`src/rtl/axi_rr_arbiter.sv`:
```
// N-master to single-slave AXI4 arbiter. Read and write paths each run their own
// round-robin grant, held for a whole burst, with responses steered back to the owner.
module axi_rr_arbiter #(
    parameter int N_MASTERS = 2,
    parameter int ADDR_W    = 32,
    parameter int DATA_W    = 32,
    parameter int ID_W      = 4,
    localparam int STRB_W   = DATA_W / 8,
    localparam int GW       = (N_MASTERS > 1) ? $clog2(N_MASTERS) : 1
) (
    input  logic                          i_clock,
    input  logic                          i_reset,
    // master-side read address
    input  logic [N_MASTERS-1:0]          i_m_arvalid,
    output logic [N_MASTERS-1:0]          o_m_arready,
    input  logic [N_MASTERS*ADDR_W-1:0]   i_m_araddr,
    input  logic [N_MASTERS*ID_W-1:0]     i_m_arid,
    input  logic [N_MASTERS*8-1:0]        i_m_arlen,
    input  logic [N_MASTERS*3-1:0]        i_m_arsize,
    input  logic [N_MASTERS*2-1:0]        i_m_arburst,
    // master-side read data
    output logic [N_MASTERS-1:0]          o_m_rvalid,
    input  logic [N_MASTERS-1:0]          i_m_rready,
    output logic [DATA_W-1:0]             o_m_rdata,
    output logic [1:0]                    o_m_rresp,
    output logic                          o_m_rlast,
    output logic [ID_W-1:0]               o_m_rid,
    // master-side write address
    input  logic [N_MASTERS-1:0]          i_m_awvalid,
    output logic [N_MASTERS-1:0]          o_m_awready,
    input  logic [N_MASTERS*ADDR_W-1:0]   i_m_awaddr,
    input  logic [N_MASTERS*ID_W-1:0]     i_m_awid,
    input  logic [N_MASTERS*8-1:0]        i_m_awlen,
    input  logic [N_MASTERS*3-1:0]        i_m_awsize,
    input  logic [N_MASTERS*2-1:0]        i_m_awburst,
    // master-side write data
    input  logic [N_MASTERS-1:0]          i_m_wvalid,
    output logic [N_MASTERS-1:0]          o_m_wready,
    input  logic [N_MASTERS*DATA_W-1:0]   i_m_wdata,
    input  logic [N_MASTERS*STRB_W-1:0]   i_m_wstrb,
    input  logic [N_MASTERS-1:0]          i_m_wlast,
    // master-side write response
    output logic [N_MASTERS-1:0]          o_m_bvalid,
    input  logic [N_MASTERS-1:0]          i_m_bready,
    output logic [1:0]                    o_m_bresp,
    output logic [ID_W-1:0]               o_m_bid,
    // slave-side bundle
    output logic                          o_s_arvalid,
    input  logic                          i_s_arready,
    output logic [ADDR_W-1:0]             o_s_araddr,
    output logic [ID_W-1:0]               o_s_arid,
    output logic [7:0]                    o_s_arlen,
    output logic [2:0]                    o_s_arsize,
    output logic [1:0]                    o_s_arburst,
    input  logic                          i_s_rvalid,
    output logic                          o_s_rready,
    input  logic [DATA_W-1:0]             i_s_rdata,
    input  logic [1:0]                    i_s_rresp,
    input  logic                          i_s_rlast,
    input  logic [ID_W-1:0]               i_s_rid,
    output logic                          o_s_awvalid,
    input  logic                          i_s_awready,
    output logic [ADDR_W-1:0]             o_s_awaddr,
    output logic [ID_W-1:0]               o_s_awid,
    output logic [7:0]                    o_s_awlen,
    output logic [2:0]                    o_s_awsize,
    output logic [1:0]                    o_s_awburst,
    output logic                          o_s_wvalid,
    input  logic                          i_s_wready,
    output logic [DATA_W-1:0]             o_s_wdata,
    output logic [STRB_W-1:0]             o_s_wstrb,
    output logic                          o_s_wlast,
    input  logic                          i_s_bvalid,
    output logic                          o_s_bready,
    input  logic [1:0]                    i_s_bresp,
    input  logic [ID_W-1:0]               i_s_bid,
    // status
    output logic                          o_rd_busy,
    output logic                          o_wr_busy,
    output logic [GW-1:0]                 o_rd_grant,
    output logic [GW-1:0]                 o_wr_grant,
    output logic                          o_rlast_err
);

    typedef enum logic [1:0] {RD_IDLE = 2'd0, RD_ADDR = 2'd1, RD_DATA = 2'd2} rd_state_t;
    typedef enum logic [1:0] {WR_IDLE = 2'd0, WR_ADDR = 2'd1, WR_RESP = 2'd2} wr_state_t;

    // First requester strictly after ptr, wrapping; ptr itself has lowest priority.
    function automatic logic [GW-1:0] rr_pick(input logic [N_MASTERS-1:0] req,
                                              input logic [GW-1:0] ptr);
        logic [GW-1:0] win;
        logic          found;
        int            idx;
        win   = ptr;
        found = 1'b0;
        for (int i = 1; i <= N_MASTERS; i++) begin
            idx = (int'(ptr) + i) % N_MASTERS;
            if (!found && req[idx]) begin
                win   = GW'(idx);
                found = 1'b1;
            end else begin
                win   = win;
            end
        end
        return win;
    endfunction

    rd_state_t     rd_state_r, rd_state_s;
    logic [GW-1:0] rd_grant_r, rd_grant_s, rd_ptr_r, rd_ptr_s;
    logic [8:0]    rd_cnt_r, rd_cnt_s;
    logic [7:0]    rd_len_r, rd_len_s;
    logic          rlast_err_r, rlast_err_s;
    logic          ar_hs_s, r_hs_s;
    int            rd_idx_s;

    wr_state_t     wr_state_r, wr_state_s;
    logic [GW-1:0] wr_grant_r, wr_grant_s, wr_ptr_r, wr_ptr_s;
    logic          aw_done_r, aw_done_s, w_done_r, w_done_s;
    logic          aw_hs_s, w_hs_s, b_hs_s;
    int            wr_idx_s;

    assign rd_idx_s = int'(rd_grant_r);
    assign wr_idx_s = int'(wr_grant_r);

    assign ar_hs_s = (rd_state_r == RD_ADDR) && o_s_arvalid && i_s_arready;
    assign r_hs_s  = (rd_state_r == RD_DATA) && i_s_rvalid && o_s_rready;
    assign aw_hs_s = (wr_state_r == WR_ADDR) && o_s_awvalid && i_s_awready;
    assign w_hs_s  = (wr_state_r == WR_ADDR) && o_s_wvalid && i_s_wready;
    assign b_hs_s  = (wr_state_r == WR_RESP) && i_s_bvalid && o_s_bready;

    // Read FSM state and burst bookkeeping registers.
    always_ff @(posedge i_clock or negedge i_reset) begin
        if (!i_reset) begin
            rd_state_r  <= RD_IDLE;
            rd_grant_r  <= '0;
            rd_ptr_r    <= GW'(N_MASTERS - 1);
            rd_cnt_r    <= 9'd0;
            rd_len_r    <= 8'd0;
            rlast_err_r <= 1'b0;
        end else begin
            rd_state_r  <= rd_state_s;
            rd_grant_r  <= rd_grant_s;
            rd_ptr_r    <= rd_ptr_s;
            rd_cnt_r    <= rd_cnt_s;
            rd_len_r    <= rd_len_s;
            rlast_err_r <= rlast_err_s;
        end
    end

    // Read FSM next state, grant selection and beat-count checking.
    always_comb begin
        rd_state_s  = rd_state_r;
        rd_grant_s  = rd_grant_r;
        rd_ptr_s    = rd_ptr_r;
        rd_cnt_s    = rd_cnt_r;
        rd_len_s    = rd_len_r;
        rlast_err_s = rlast_err_r;
        case (rd_state_r)
            RD_IDLE: begin
                if (|i_m_arvalid) begin
                    rd_grant_s = rr_pick(i_m_arvalid, rd_ptr_r);
                    rd_ptr_s   = rd_grant_s;
                    rd_state_s = RD_ADDR;
                end else begin
                    rd_state_s = RD_IDLE;
                end
            end
            RD_ADDR: begin
                if (ar_hs_s) begin
                    rd_cnt_s   = 9'd0;
                    rd_len_s   = o_s_arlen;
                    rd_state_s = RD_DATA;
                end else begin
                    rd_state_s = RD_ADDR;
                end
            end
            RD_DATA: begin
                if (r_hs_s) begin
                    rd_cnt_s = rd_cnt_r + 9'd1;
                    if (i_s_rlast) begin
                        rd_state_s = RD_IDLE;
                        if (rd_cnt_r != {1'b0, rd_len_r}) begin
                            rlast_err_s = 1'b1;
                        end else begin
                            rlast_err_s = rlast_err_r;
                        end
                    end else if (rd_cnt_r == {1'b0, rd_len_r}) begin
                        // Final beat by count without rlast: flag it, keep waiting.
                        rlast_err_s = 1'b1;
                    end else begin
                        rlast_err_s = rlast_err_r;
                    end
                end else begin
                    rd_state_s = RD_DATA;
                end
            end
            default: rd_state_s = RD_IDLE;
        endcase
    end

    // Read channel steering between the granted master and the slave.
    always_comb begin
        o_m_arready = '0;
        o_m_rvalid  = '0;
        o_s_arvalid = 1'b0;
        o_s_rready  = 1'b0;
        o_s_araddr  = i_m_araddr[rd_idx_s*ADDR_W +: ADDR_W];
        o_s_arid    = i_m_arid[rd_idx_s*ID_W +: ID_W];
        o_s_arlen   = i_m_arlen[rd_idx_s*8 +: 8];
        o_s_arsize  = i_m_arsize[rd_idx_s*3 +: 3];
        o_s_arburst = i_m_arburst[rd_idx_s*2 +: 2];
        case (rd_state_r)
            RD_ADDR: begin
                o_s_arvalid             = i_m_arvalid[rd_grant_r];
                o_m_arready[rd_grant_r] = i_s_arready;
            end
            RD_DATA: begin
                o_m_rvalid[rd_grant_r] = i_s_rvalid;
                o_s_rready             = i_m_rready[rd_grant_r];
            end
            default: o_s_arvalid = 1'b0;
        endcase
    end

    // Write FSM state and AW/W completion flags.
    always_ff @(posedge i_clock or negedge i_reset) begin
        if (!i_reset) begin
            wr_state_r <= WR_IDLE;
            wr_grant_r <= '0;
            wr_ptr_r   <= GW'(N_MASTERS - 1);
            aw_done_r  <= 1'b0;
            w_done_r   <= 1'b0;
        end else begin
            wr_state_r <= wr_state_s;
            wr_grant_r <= wr_grant_s;
            wr_ptr_r   <= wr_ptr_s;
            aw_done_r  <= aw_done_s;
            w_done_r   <= w_done_s;
        end
    end

    // Write FSM next state; AW and W of the owner complete in either order.
    always_comb begin
        wr_state_s = wr_state_r;
        wr_grant_s = wr_grant_r;
        wr_ptr_s   = wr_ptr_r;
        aw_done_s  = aw_done_r;
        w_done_s   = w_done_r;
        case (wr_state_r)
            WR_IDLE: begin
                if (|i_m_awvalid) begin
                    wr_grant_s = rr_pick(i_m_awvalid, wr_ptr_r);
                    wr_ptr_s   = wr_grant_s;
                    wr_state_s = WR_ADDR;
                end else begin
                    wr_state_s = WR_IDLE;
                end
            end
            WR_ADDR: begin
                aw_done_s = aw_done_r | aw_hs_s;
                w_done_s  = w_done_r | (w_hs_s & o_s_wlast);
                if (aw_done_s && w_done_s) begin
                    wr_state_s = WR_RESP;
                end else begin
                    wr_state_s = WR_ADDR;
                end
            end
            WR_RESP: begin
                if (b_hs_s) begin
                    wr_state_s = WR_IDLE;
                    aw_done_s  = 1'b0;
                    w_done_s   = 1'b0;
                end else begin
                    wr_state_s = WR_RESP;
                end
            end
            default: wr_state_s = WR_IDLE;
        endcase
    end

    // Write channel steering; a finished AW or W leg is masked off.
    always_comb begin
        o_m_awready = '0;
        o_m_wready  = '0;
        o_m_bvalid  = '0;
        o_s_awvalid = 1'b0;
        o_s_wvalid  = 1'b0;
        o_s_bready  = 1'b0;
        o_s_awaddr  = i_m_awaddr[wr_idx_s*ADDR_W +: ADDR_W];
        o_s_awid    = i_m_awid[wr_idx_s*ID_W +: ID_W];
        o_s_awlen   = i_m_awlen[wr_idx_s*8 +: 8];
        o_s_awsize  = i_m_awsize[wr_idx_s*3 +: 3];
        o_s_awburst = i_m_awburst[wr_idx_s*2 +: 2];
        o_s_wdata   = i_m_wdata[wr_idx_s*DATA_W +: DATA_W];
        o_s_wstrb   = i_m_wstrb[wr_idx_s*STRB_W +: STRB_W];
        o_s_wlast   = i_m_wlast[wr_grant_r];
        case (wr_state_r)
            WR_ADDR: begin
                o_s_awvalid             = i_m_awvalid[wr_grant_r] & ~aw_done_r;
                o_m_awready[wr_grant_r] = i_s_awready & ~aw_done_r;
                o_s_wvalid              = i_m_wvalid[wr_grant_r] & ~w_done_r;
                o_m_wready[wr_grant_r]  = i_s_wready & ~w_done_r;
            end
            WR_RESP: begin
                o_m_bvalid[wr_grant_r] = i_s_bvalid;
                o_s_bready             = i_m_bready[wr_grant_r];
            end
            default: o_s_awvalid = 1'b0;
        endcase
    end

    assign o_m_rdata   = i_s_rdata;
    assign o_m_rresp   = i_s_rresp;
    assign o_m_rlast   = i_s_rlast;
    assign o_m_rid     = i_s_rid;
    assign o_m_bresp   = i_s_bresp;
    assign o_m_bid     = i_s_bid;

    assign o_rd_busy   = (rd_state_r != RD_IDLE);
    assign o_wr_busy   = (wr_state_r != WR_IDLE);
    assign o_rd_grant  = rd_grant_r;
    assign o_wr_grant  = wr_grant_r;
    assign o_rlast_err = rlast_err_r;

endmodule

```
`config.mk`:
```
export PLATFORM = sky130hd
export DESIGN_NAME = axi_rr_arbiter
export DESIGN_NICKNAME = d
export VERILOG_FILES = /design/src/rtl/axi_rr_arbiter.sv
export SDC_FILE = /design/constraint.sdc
export NUM_CORES = 1
export LEC_CHECK = 0
export ABC_CLOCK_PERIOD_IN_PS = 2700
export BUFFER_PORTS_ARGS = -buffer_cell sky130_fd_sc_hd__buf_2
export CAP_MARGIN = 25
export CORE_AREA = 3 3 205 207
export CTS_CLUSTER_DIAMETER = 30
export CTS_CLUSTER_SIZE = 30
export DETAILED_ROUTE_END_ITERATION = 12
export DIE_AREA = 0 0 208 210
export PLACE_DENSITY = 0.33
export SLEW_MARGIN = 20
export SYNTH_ARGS = -nofsm -noshare
export SYNTH_HDL_FRONTEND = slang
export SYNTH_SLANG_ARGS = --single-unit
```
`constraint.sdc`:
```
create_clock -name i_clock -period 2.7 [get_ports i_clock]
set_input_delay 0.54 -clock i_clock [delete_from_list [all_inputs] [get_ports i_clock]]
set_output_delay 0.54 -clock i_clock [all_outputs]
set_load 0.05 [all_outputs]
```
Word-level counts from Yosys, hierarchy flattened
Cells that the tools add are included.
{"block": "totals", "regBits": 28, "latch_bits": 0, "ramBits": 0, "romBits": 0, "inputBits": 332, "output_inout_bits": 200, "word_cells": 165, "n_memories": 0}
{"block": "op_classes", "add_sub_neg": 5, "mul": 2, "n_div": 0, "magnitude_cmp": 8, "n_eq_ne": 11, "shifts": 12, "mux": 66, "bitwise_logic": 18, "reduce_logical": 32}
{"op": "$shiftx A64 B7 Y32", "count": 3}
{"op": "$mux W1", "count": 47}
{"op": "$shiftx A16 B5 Y8", "count": 2}
{"op": "$shiftx A8 B4 Y4", "count": 3}
{"op": "$mux W2", "count": 10}
{"op": "$mux W9", "count": 2}
{"op": "$pmux W9 S2", "count": 1}
{"op": "$logic_and A1 B1 Y1", "count": 15}
{"op": "$lt A2 B3 Y1 const B", "count": 4}
{"op": "$pmux W2 S3", "count": 2}
{"op": "$shiftx A6 B4 Y3", "count": 2}
{"op": "$and A2 B2 Y2", "count": 5}
{"op": "$reduce_bool A2 Y1", "count": 5}
{"op": "$add A9 B1 Y9 const B", "count": 1}
{"op": "$eq A9 B8 Y1", "count": 1}
{"op": "$ne A9 B8 Y1", "count": 1}
{"op": "$reduce_and A2 Y1", "count": 4}
{"op": "$shiftx A4 B3 Y2", "count": 2}
{"op": "$mul A1 B2 Y3 const B", "count": 2}
{"op": "$ne A2 B2 Y1 const B", "count": 3}
{"op": "$and A1 B1 Y1", "count": 5}
{"op": "$add A1 B1 Y1 const B", "count": 4}
{"op": "$and A1 B1 Y1 const A", "count": 4}
{"op": "$eq A2 B1 Y1 const B", "count": 2}
{"op": "other kinds (14)", "count": 24}

Depth between registers and ports, before layout
Gate-level depths: netlist (run 1).
{"block": "depth", "word_depth": 11, "ltp_mapped": 5, "mapped_depth_nobuf": 5}

Least setup slack after synthesis (run 1)
Ideal clock, no wire load.
{"block": "synth_path", "path_kind": "register -> output", "from": "register wr_grant_r (netlist: o_wr_grant)", "to": "output o_s_wvalid", "arrival_ns": 2.509, "required_ns": 2.160, "slack_ns": -0.349, "path_stages_with_launch": 6, "n_path_buf": 3, "path_cell_list": "dfrtp_1 buf_2 clkbuf_1 buf_2 mux2i_1 nor3_1"}
{"block": "synth_between", "elab_chain_cells": 4}
{"element": "start: declaration", "line_no": "117", "rtl": "logic [GW-1:0] wr_grant_r, wr_grant_s, wr_ptr_r, wr_ptr_s;"}
{"element": "start signal: assignment", "line_no": "235", "rtl": "wr_grant_r <= wr_grant_s;"}
{"element": "$mux W1 (implied by the code) (2 in series)", "line_no": "301", "rtl": "o_s_wvalid = i_m_wvalid[wr_grant_r] & ~w_done_r;"}
{"element": "$and A1 B1 Y1", "line_no": "301"}
{"element": "$mux W1", "line_no": "297", "rtl": "case (wr_state_r)"}
{"element": "end: declaration", "line_no": "68", "rtl": "output logic o_s_wvalid,"}
No other way between the ends. The select of a mux whose other input is x is not followed.

Worst setup path in the final report (run 1)
{"block": "layout_path", "from": "register wr_grant_r (netlist: o_wr_grant)", "to": "output o_s_awaddr[4]"}
{"block": "layout_between", "elab_chain_cells": 1}
{"element": "$shiftx A64 B7 Y32", "line_no": "289", "rtl": "o_s_awaddr = i_m_awaddr[wr_idx_s*ADDR_W +: ADDR_W];"}
{"element": "end: declaration", "line_no": "63", "rtl": "output logic [ADDR_W-1:0] o_s_awaddr,"}
No other way between the ends.

==> results of run 1 <==
power breakdown:
part           switching (uW)  total (uW)  internal [uW]
clock                     169         465            296
combinational            3670        5380           1710
sequential                231         816            585
per-layer routing:
metal	vias to the layer above	wire length, um	GRT usage
met5	-	0	0
met4	0	211	0.0165
met3	16	1510	0.0180
met2	231	9050	0.135
met1	1865	5800	0.0706
li1	1983	-	-
worst max-delay path, stage by stage (launching register included):
cell and delay, ns:
dfrtp_4 0.65, buf_4 0.34, mux2_2 0.38, buf_2 0.22
cell families after synthesis:
| logic type | after synthesis | synth area share |
|---|---|---|
| fa+ha+maj | 1 | 0.00358 |
| simple gates | 70 | 0.112 |
| compound gates | 19 | 0.0362 |
| flops | 28 | 0.201 |
| mux | 149 | 0.480 |
| buf+inv | 70 | 0.134 |
| xor+xnor | 13 | 0.0326 |
state kept, by name, indices dropped and copies added, names as in the netlist:
register     cells
rd_cnt_r         9
rd_len_r         8
rd_state_r       2
wr_state_r       2
aw_done_r        1
o_rd_grant       1
o_rlast_err      1
o_wr_grant       1
rd_ptr_r         1
w_done_r         1
wr_ptr_r         1
through the flow:
stage                     worst slack, ns  power, uW
after floorplan                    0.0548       5230
after global placement              0.547       6280
after detailed placement            0.571       6260
after CTS                           0.268       6760
after global routing                0.207       7010
final                               0.290       6660
area by class of cell:
class,instances,share of cell area
repair buffers,450,0.375
inverters,5,0.00306
flip-flops and latches,28,0.116
clock buffers,3,0.0123
well taps,532,0.109
multi-input cells,252,0.381
clock inverters,1,0.00490
Yosys cell counts, types with 2 or more instances:
cell | count | area share
buf_2 | 12 | 0.017
nor2_1 | 20 | 0.021
nand4_1 | 6 | 0.011
and2_1 | 4 | 0.0072
a21o_1 | 2 | 0.0043
nor3_1 | 6 | 0.0086
buf_4 | 45 | 0.097
dfrtp_1 | 26 | 0.19
and2_2 | 3 | 0.0064
inv_1 | 5 | 0.0054
buf_1 | 3 | 0.0032
a21oi_1 | 4 | 0.0057
xor2_1 | 13 | 0.033
and4_1 | 3 | 0.0075
a31oi_1 | 2 | 0.0036
dfstp_2 | 2 | 0.015
mux2i_1 | 3 | 0.0086
nand2_1 | 10 | 0.011
buf_6 | 3 | 0.0097
nand3_1 | 3 | 0.0043
and3_1 | 2 | 0.0036
mux2_2 | 145 | 0.47
clkbuf_1 | 2 | 0.0021
o21ai_0 | 4 | 0.0057
nand2b_1 | 2 | 0.0036
how the worst max path moves through the flow:
stage	from	slack, ns	to
2_1_floorplan	o_rd_grant	0.05	o_m_arready[1]
3_3_place_gp	i_s_rvalid	0.55	o_m_rvalid[1]
3_5_place_dp	i_s_rvalid	0.57	o_m_rvalid[0]
4_1_cts	o_wr_grant	0.27	o_s_awaddr[4]
5_1_grt	o_wr_grant	0.21	o_s_awaddr[4]
6_report	o_wr_grant	0.29	o_s_awaddr[4]
==> impl_metrics.ini, run 1 <==
[global_route]
overflow = 0
grt_start_max_net_pins = 43
grt_usage = 0.0681
grt_antenna_before_repair = 1
first_global_vias = 4243
grt_pass1_wl_um = 23500

[detailed_routing]
vias = 4095
drt-initial-drc-count = 65
drtPass1Iterations = 4
post-route-drc-count = 0
drt-total-wl_um = 16600
wl_per_cell_um = 13.0
ant_nets = 0
routed_via_density = 3.22

[logic_synthesis]
synth_cells = 350
synth_ff_type = dfrtp_1
synth_cell_types = 45
yosysSeqAreaShare = 0.201
avgSynthCellArea_um2 = 9.98
syn_nets = 683
ys_ff_latch = 28
synth_edf_count = 0
synthArstFlopShare = 1.00
yosysWarningCount = 0
synth.cell_area_um2 = 3490

[cells_and_area]
drive_gt1_frac = 0.834
final_cell_count_no_fill = 1271
num_antenna_cells = 0
multi_input_area_um2 = 2330
final_nets = 1073
layout_commonest_cell = buf_2
fin_util = 0.151
fin_area_um2 = 6120
syn_to_final_growth_pct = 75.3
num-fill-cells = 4664
regArea_um2 = 708
most-common-layout-cells = buf_2 (443), mux2_2 (145), dfrtp_1 (24)

[job]
drv_cap = 0

[sta]
fin_tns_setup_ns = 0
max_clock_freq_ghz = 0.415
hold_viol = 0
period_needed_ns = 2.41
final_max_slew_viol_count = 0
relSlewSlack = 0.530
period_share = 0.893
rsz0062_at_grt = no
whs_ns = 0.307
setup_viol_count_final = 0
skew_ns = 0.00351
worst_pin_slew_ns = 0.705

[worst_setup_path]
cp_data_arrival_time_ns = 1.87
rr_startpoint = o_rd_grant
crit_type = flop to output pin
startpoint_type = flop
required_ns = 2.16
reg2reg_to = rd_cnt_r[0]
cp_max_fo = 26
r2r_slack_ns = 0.69
r2r_cells = 5
endpoint_kind = output pin

[cts]
cts_max_level = 1
tritoncts = yes
cts_made_buffers = 3
clock_sinks = 28
clk_path_buf_depth = 2
clkLatencyLatePin_ns = 0.27
cts-root-buf = clkbuf_16
holdBufCountCts = 0
ctsResizeCount = 0
clkTransAtPathRegs_ns = 0.08
postCtsSetupRepairBufs = 0

[place]
dp_hpwl_um = 14700
place.gp.congestion = 0.729
placed_cell_area_um2 = 6020
port_buffers = 443
dp_cells = 1267

[floorplanning]
start_util = 0.0862
die_w_um = 208
core_area_um2 = 40600
die_height_um = 210
die_area_um2 = 43700
io_pins = 532
num_rows = 74

[power]
leakagePower_uw = 0.00310
peakVddDrop_mv = 0.394
p_per_area_nw_per_um2 = 1090

[hold_path]
hold_class = input port to async pin

[outcome]
status = finished, final reports clean
Note: power is estimated with default switching activity, not from simulation.
==> run 2, diff against run 1 <==
Settings changed: ABC_CLOCK_PERIOD_IN_PS 2700 to 2800.
Clock period 2.7 ns to 2.8 ns, I/O delays scaled along.
==> run 2 against run 1 <==
  * Hold slack improved by 0.012 ns
  * Core utilization is essentially flat
  * Sequential power decreased by 5.4%
  * Cell area down 0.12%
  * Via count shrank 0.54%
  * Sequential share of layout area barely moved
  * Critical path depth is the same
  * Die area unchanged
  * Critical endpoint is now o_s_awsize[0]
==> impl_metrics.ini, run 2 (synthesized netlist as in run 1, its figures left out) <==
[power]
p_per_area_nw_per_um2 = 1050
peakVddDrop_mv = 0.549
leakagePower_uw = 0.00309

[cells_and_area]
regArea_um2 = 708
multi_input_area_um2 = 2330
fin_util = 0.151
drive_gt1_frac = 0.833
num-fill-cells = 4670
final_nets = 1072
most-common-layout-cells = buf_2 (443), mux2_2 (145), dfrtp_1 (24)
layout_commonest_cell = buf_2
reg.largest.list = rd_cnt_r (9), rd_len_r (8)
largest_reg_flops = 9
syn_to_final_growth_pct = 75.0
num_antenna_cells = 0
max_flop_register = rd_cnt_r

[floorplanning]
die_w_um = 208
io_pins = 532
die_area_um2 = 43700
die_height_um = 210
core_area_um2 = 40600
start_util = 0.0862
num_rows = 74

[detailed_routing]
drtPass1Iterations = 4
ant_nets = 0
wl_per_cell_um = 13.0
post-route-drc-count = 0
drt-total-wl_um = 16600
drt-initial-drc-count = 80
routed_via_density = 3.21
vias = 4073

[place]
port_buffers = 443
dp_hpwl_um = 14600
place.gp.congestion = 0.740

[cts]
tritoncts = yes
cts_made_buffers = 3
holdBufCountCts = 0
clkLatencyLatePin_ns = 0.28
cts_max_level = 1
clock_sinks = 28
ctsResizeCount = 0
clkTransAtPathRegs_ns = 0.08
cts-root-buf = clkbuf_16
clk_path_buf_depth = 2
postCtsSetupRepairBufs = 0

[outcome]
status = finished, final reports clean

[worst_setup_path]
required_ns = 2.24
cp_max_fo = 27
crit_type = flop to output pin
r2r_cells = 4
cp_data_arrival_time_ns = 1.88
cp_slowest_cell = dfrtp_4
worstPathCellList = buf_4 > mux2_2 > buf_2
startpoint_type = flop
endpoint_kind = output pin
critPathMaxStageDelay_ns = 0.66

[job]
drv_cap = 0

[global_route]
grt_pass1_wl_um = 23400
grt_antenna_before_repair = 1
grt_usage = 0.0677
first_global_vias = 4206
overflow = 0
grt_start_max_net_pins = 53

[sta]
max_clock_freq_ghz = 0.410
period_needed_ns = 2.44
hold_viol = 0
worst_pin_slew_ns = 0.710
setup_viol_count_final = 0
final_max_slew_viol_count = 0
period_share = 0.872
relSlewSlack = 0.527
fin_tns_setup_ns = 0
rsz0062_at_grt = no
skew_ns = 0.00743

[hold_path]
hold_class = input port to async pin
-- run 2: final cells by class --
type | instances | area share
Timing Repair Buffer | 449 | 0.374
Tap cell | 532 | 0.109
Inverter | 5 | 0.00307
Clock inverter | 1 | 0.00491
Clock buffer | 3 | 0.0123
Multi-Input combinational cell | 252 | 0.381
Sequential cell | 28 | 0.116
-- run 2: critical path, delay by kind of cell (launching register included) --
kind / cells / cell delay (ns)
flops: 1 / 0.66
buf+inv: 2 / 0.54
mux: 1 / 0.40
-- run 2: final timing paths --
check                            start  slack, ns             to
min                            i_reset       0.32    rd_len_r[5]
max                         o_wr_grant       0.36  o_s_awsize[0]
max reg2reg                rd_cnt_r[1]       0.97    o_rlast_err
min in group i_clock          wr_ptr_r       0.48       wr_ptr_r
min reg2reg                   wr_ptr_r       0.48       wr_ptr_r
max in group asynchronous      i_reset       1.94     o_wr_grant
-- run 2: report_power, final --
part           internal (uW)  leakage [uW]  total (uW)  switching, uW
sequential               565      0.000344         772            207
clock                    286     0.0000511         447            161
combinational           1640       0.00270        5200           3560
total                   2490       0.00309        6410           3930
-- run 2: per-layer routing --
metal | up-vias | part of all wire | track usage
met3 | 17 | 0.081 | 0.0152
li1 | 1982 | - | -
met2 | 227 | 0.54 | 0.133
met4 | 0 | 0.015 | 0.0184
met1 | 1847 | 0.36 | 0.0723
met5 | - | 0 | 0
-- run 2: stage by stage --
step / setup slack [ns] / cell area (um^2) / power, uW / std cells / hold WS, ns
finish: 0.360 / 6120 / 6410 / 1270 / 0.319
CTS: 0.334 / 6120 / 6500 / 1270 / 0.372
detailed placement: 0.630 / 6010 / 6020 / 1266 / 0.481
global placement: 0.608 / 6010 / 6040 / 1266 / 0.483
floorplan: 0.135 / 3500 / 5040 / 350 / 0.264
global route: 0.285 / 6120 / 6740 / 1270 / 0.392
==> run 3, diff against run 2 <==
Settings changed: CORE_AREA 3 3 205 207 to 4 4 206 208, DIE_AREA 0 0 208 210 to 0 0 210 212.
==> run 3 against run 2 <==
  * Maximum frequency is 3.1% lower
  * Critical endpoint is now o_s_wdata[9]
  * Non-clock buffer count stayed put
  * First-iteration DRC count is 84% higher
  * Critical path type unchanged
  * Clock skew is 0.0018 ns lower
  * Largest cell class unchanged
  * Combinational power hardly changed
  * Power is 0.93% higher
  * Setup slack worse by 0.079 ns
  * Critical path depth stayed put
  * Register-to-register slack hardly changed
==> impl_metrics.ini, run 3 (synthesized netlist as in run 1, its figures left out) <==
[worst_setup_path]
cp_data_arrival_time_ns = 1.96
cp_max_fo = 36
worstSetupPathDepth = 3
required_ns = 2.24
path_buf_inv = 2
cp_slowest_cell = dfrtp_4
startpoint_type = flop
crit_type = flop to output pin
worstPathCellList = buf_12 > mux2_2 > buf_2
endpoint_kind = output pin
r2r_cells = 4
r2r_slack_ns = 0.96
cp_top_family = flip-flops
critPathMaxStageDelay_ns = 0.75

[floorplanning]
io_pins = 532
die_w_um = 210
num_rows = 74
die_area_um2 = 44500
core_area_um2 = 40600
die_height_um = 212
start_util = 0.0862

[cts]
cts_max_level = 1
tritoncts = yes
clk_path_buf_depth = 2
clock_sinks = 28
ctsResizeCount = 0
holdBufCountCts = 0
postCtsSetupRepairBufs = 0
clkTransAtPathRegs_ns = 0.08
cts-root-buf = clkbuf_16
cts_made_buffers = 3
clkLatencyLatePin_ns = 0.27

[sta]
relSlewSlack = 0.536
final_max_slew_viol_count = 0
skew_ns = 0.00561
fin_tns_setup_ns = 0
hold_viol = 0
whs_ns = 0.324
rsz0062_at_grt = no
max_clock_freq_ghz = 0.397
period_needed_ns = 2.52
setup_viol_count_final = 0
period_share = 0.900
worst_pin_slew_ns = 0.696

[cells_and_area]
num-fill-cells = 4670
fin_util = 0.151
drive_gt1_frac = 0.833
syn_to_final_growth_pct = 75.5
regArea_um2 = 708
max_flop_register = rd_cnt_r
most-common-layout-cells = buf_2 (443), mux2_2 (145), dfrtp_1 (24)
layout_commonest_cell = buf_2
reg.largest.list = rd_cnt_r (9), rd_len_r (8)
largest_reg_flops = 9
multi_input_area_um2 = 2330
final_nets = 1072

[global_route]
first_global_vias = 4384
grt_start_max_net_pins = 51
met2_usage = 0.143
grt_pass1_wl_um = 25300
overflow = 0
use_met3 = 0.0193
busiest_layer = met2
use_met1 = 0.0734
grt_usage = 0.0733
grt_antenna_before_repair = 2

[detailed_routing]
drtPass1Iterations = 4
post-route-drc-count = 0
routed_via_density = 3.26
vias = 4139
drt-total-wl_um = 18300
ant_nets = 0
drt-initial-drc-count = 147
wl_per_cell_um = 14.4

[place]
dp_hpwl_um = 16300
place.gp.congestion = 0.791
port_buffers = 443

[outcome]
status = finished, final reports clean

[power]
p_per_area_nw_per_um2 = 1060
leakagePower_uw = 0.00310
peakVddDrop_mv = 0.478
total_power_uw = 6470

[hold_path]
hold_class = input port to async pin

[job]
drv_cap = 0
-- run 3: cell types whose count changed in the layout (fill, tap and decap cells not counted) --
cell,delta
diode_2,+1
buf_4,-1
buf_12,+1
-- run 3: worst register-to-register path: stages (launching register included) --
cell and delay, ns:
dfrtp_1 0.43, and3b_1 0.53, nand4_1 0.27, or3_1 0.40
a21oi_1 0.15
-- run 3: layout make-up --
class / count / area share
Multi-Input combinational cell: 252 / 0.380
Timing Repair Buffer: 449 / 0.375
Sequential cell: 28 / 0.115
Tap cell: 532 / 0.109
Clock buffer: 3 / 0.0122
Clock inverter: 1 / 0.00490
Inverter: 5 / 0.00306
Antenna cell: 1 / 0.000408
-- run 3: per-stage QoR --
step	setup WS, ns	area, um^2	instances
2_1_floorplan	0.135	3500	350
3_3_place_gp	0.586	6020	1266
3_5_place_dp	0.555	6020	1266
4_1_cts	0.241	6130	1270
5_1_grt	0.189	6130	1271
6_report	0.280	6130	1271
-- run 3: power breakdown --
group	switching (uW)	internal [uW]	total (uW)
Sequential	237	564	801
Combinational	3570	1660	5230
Clock	158	286	444
-- run 3: path summary, 6_finish.rpt --
kind / start / end
worst min register to register: wr_ptr_r / wr_ptr_r
worst max register to register: rd_state_r[0] / rd_cnt_r[7]
min in group i_clock: wr_ptr_r / wr_ptr_r
worst min-delay path: i_reset / rd_len_r[5]
worst max-delay path: o_wr_grant / o_s_wdata[9]
max in group asynchronous: i_reset / o_wr_grant
-- run 3: routing by layer --
layer / vias to the layer above / routed length, um
met5: - / 12
met1: 1850 / 6020
met2: 265 / 9940
met4: 2 / 646
li1: 1986 / -
met3: 36 / 1670
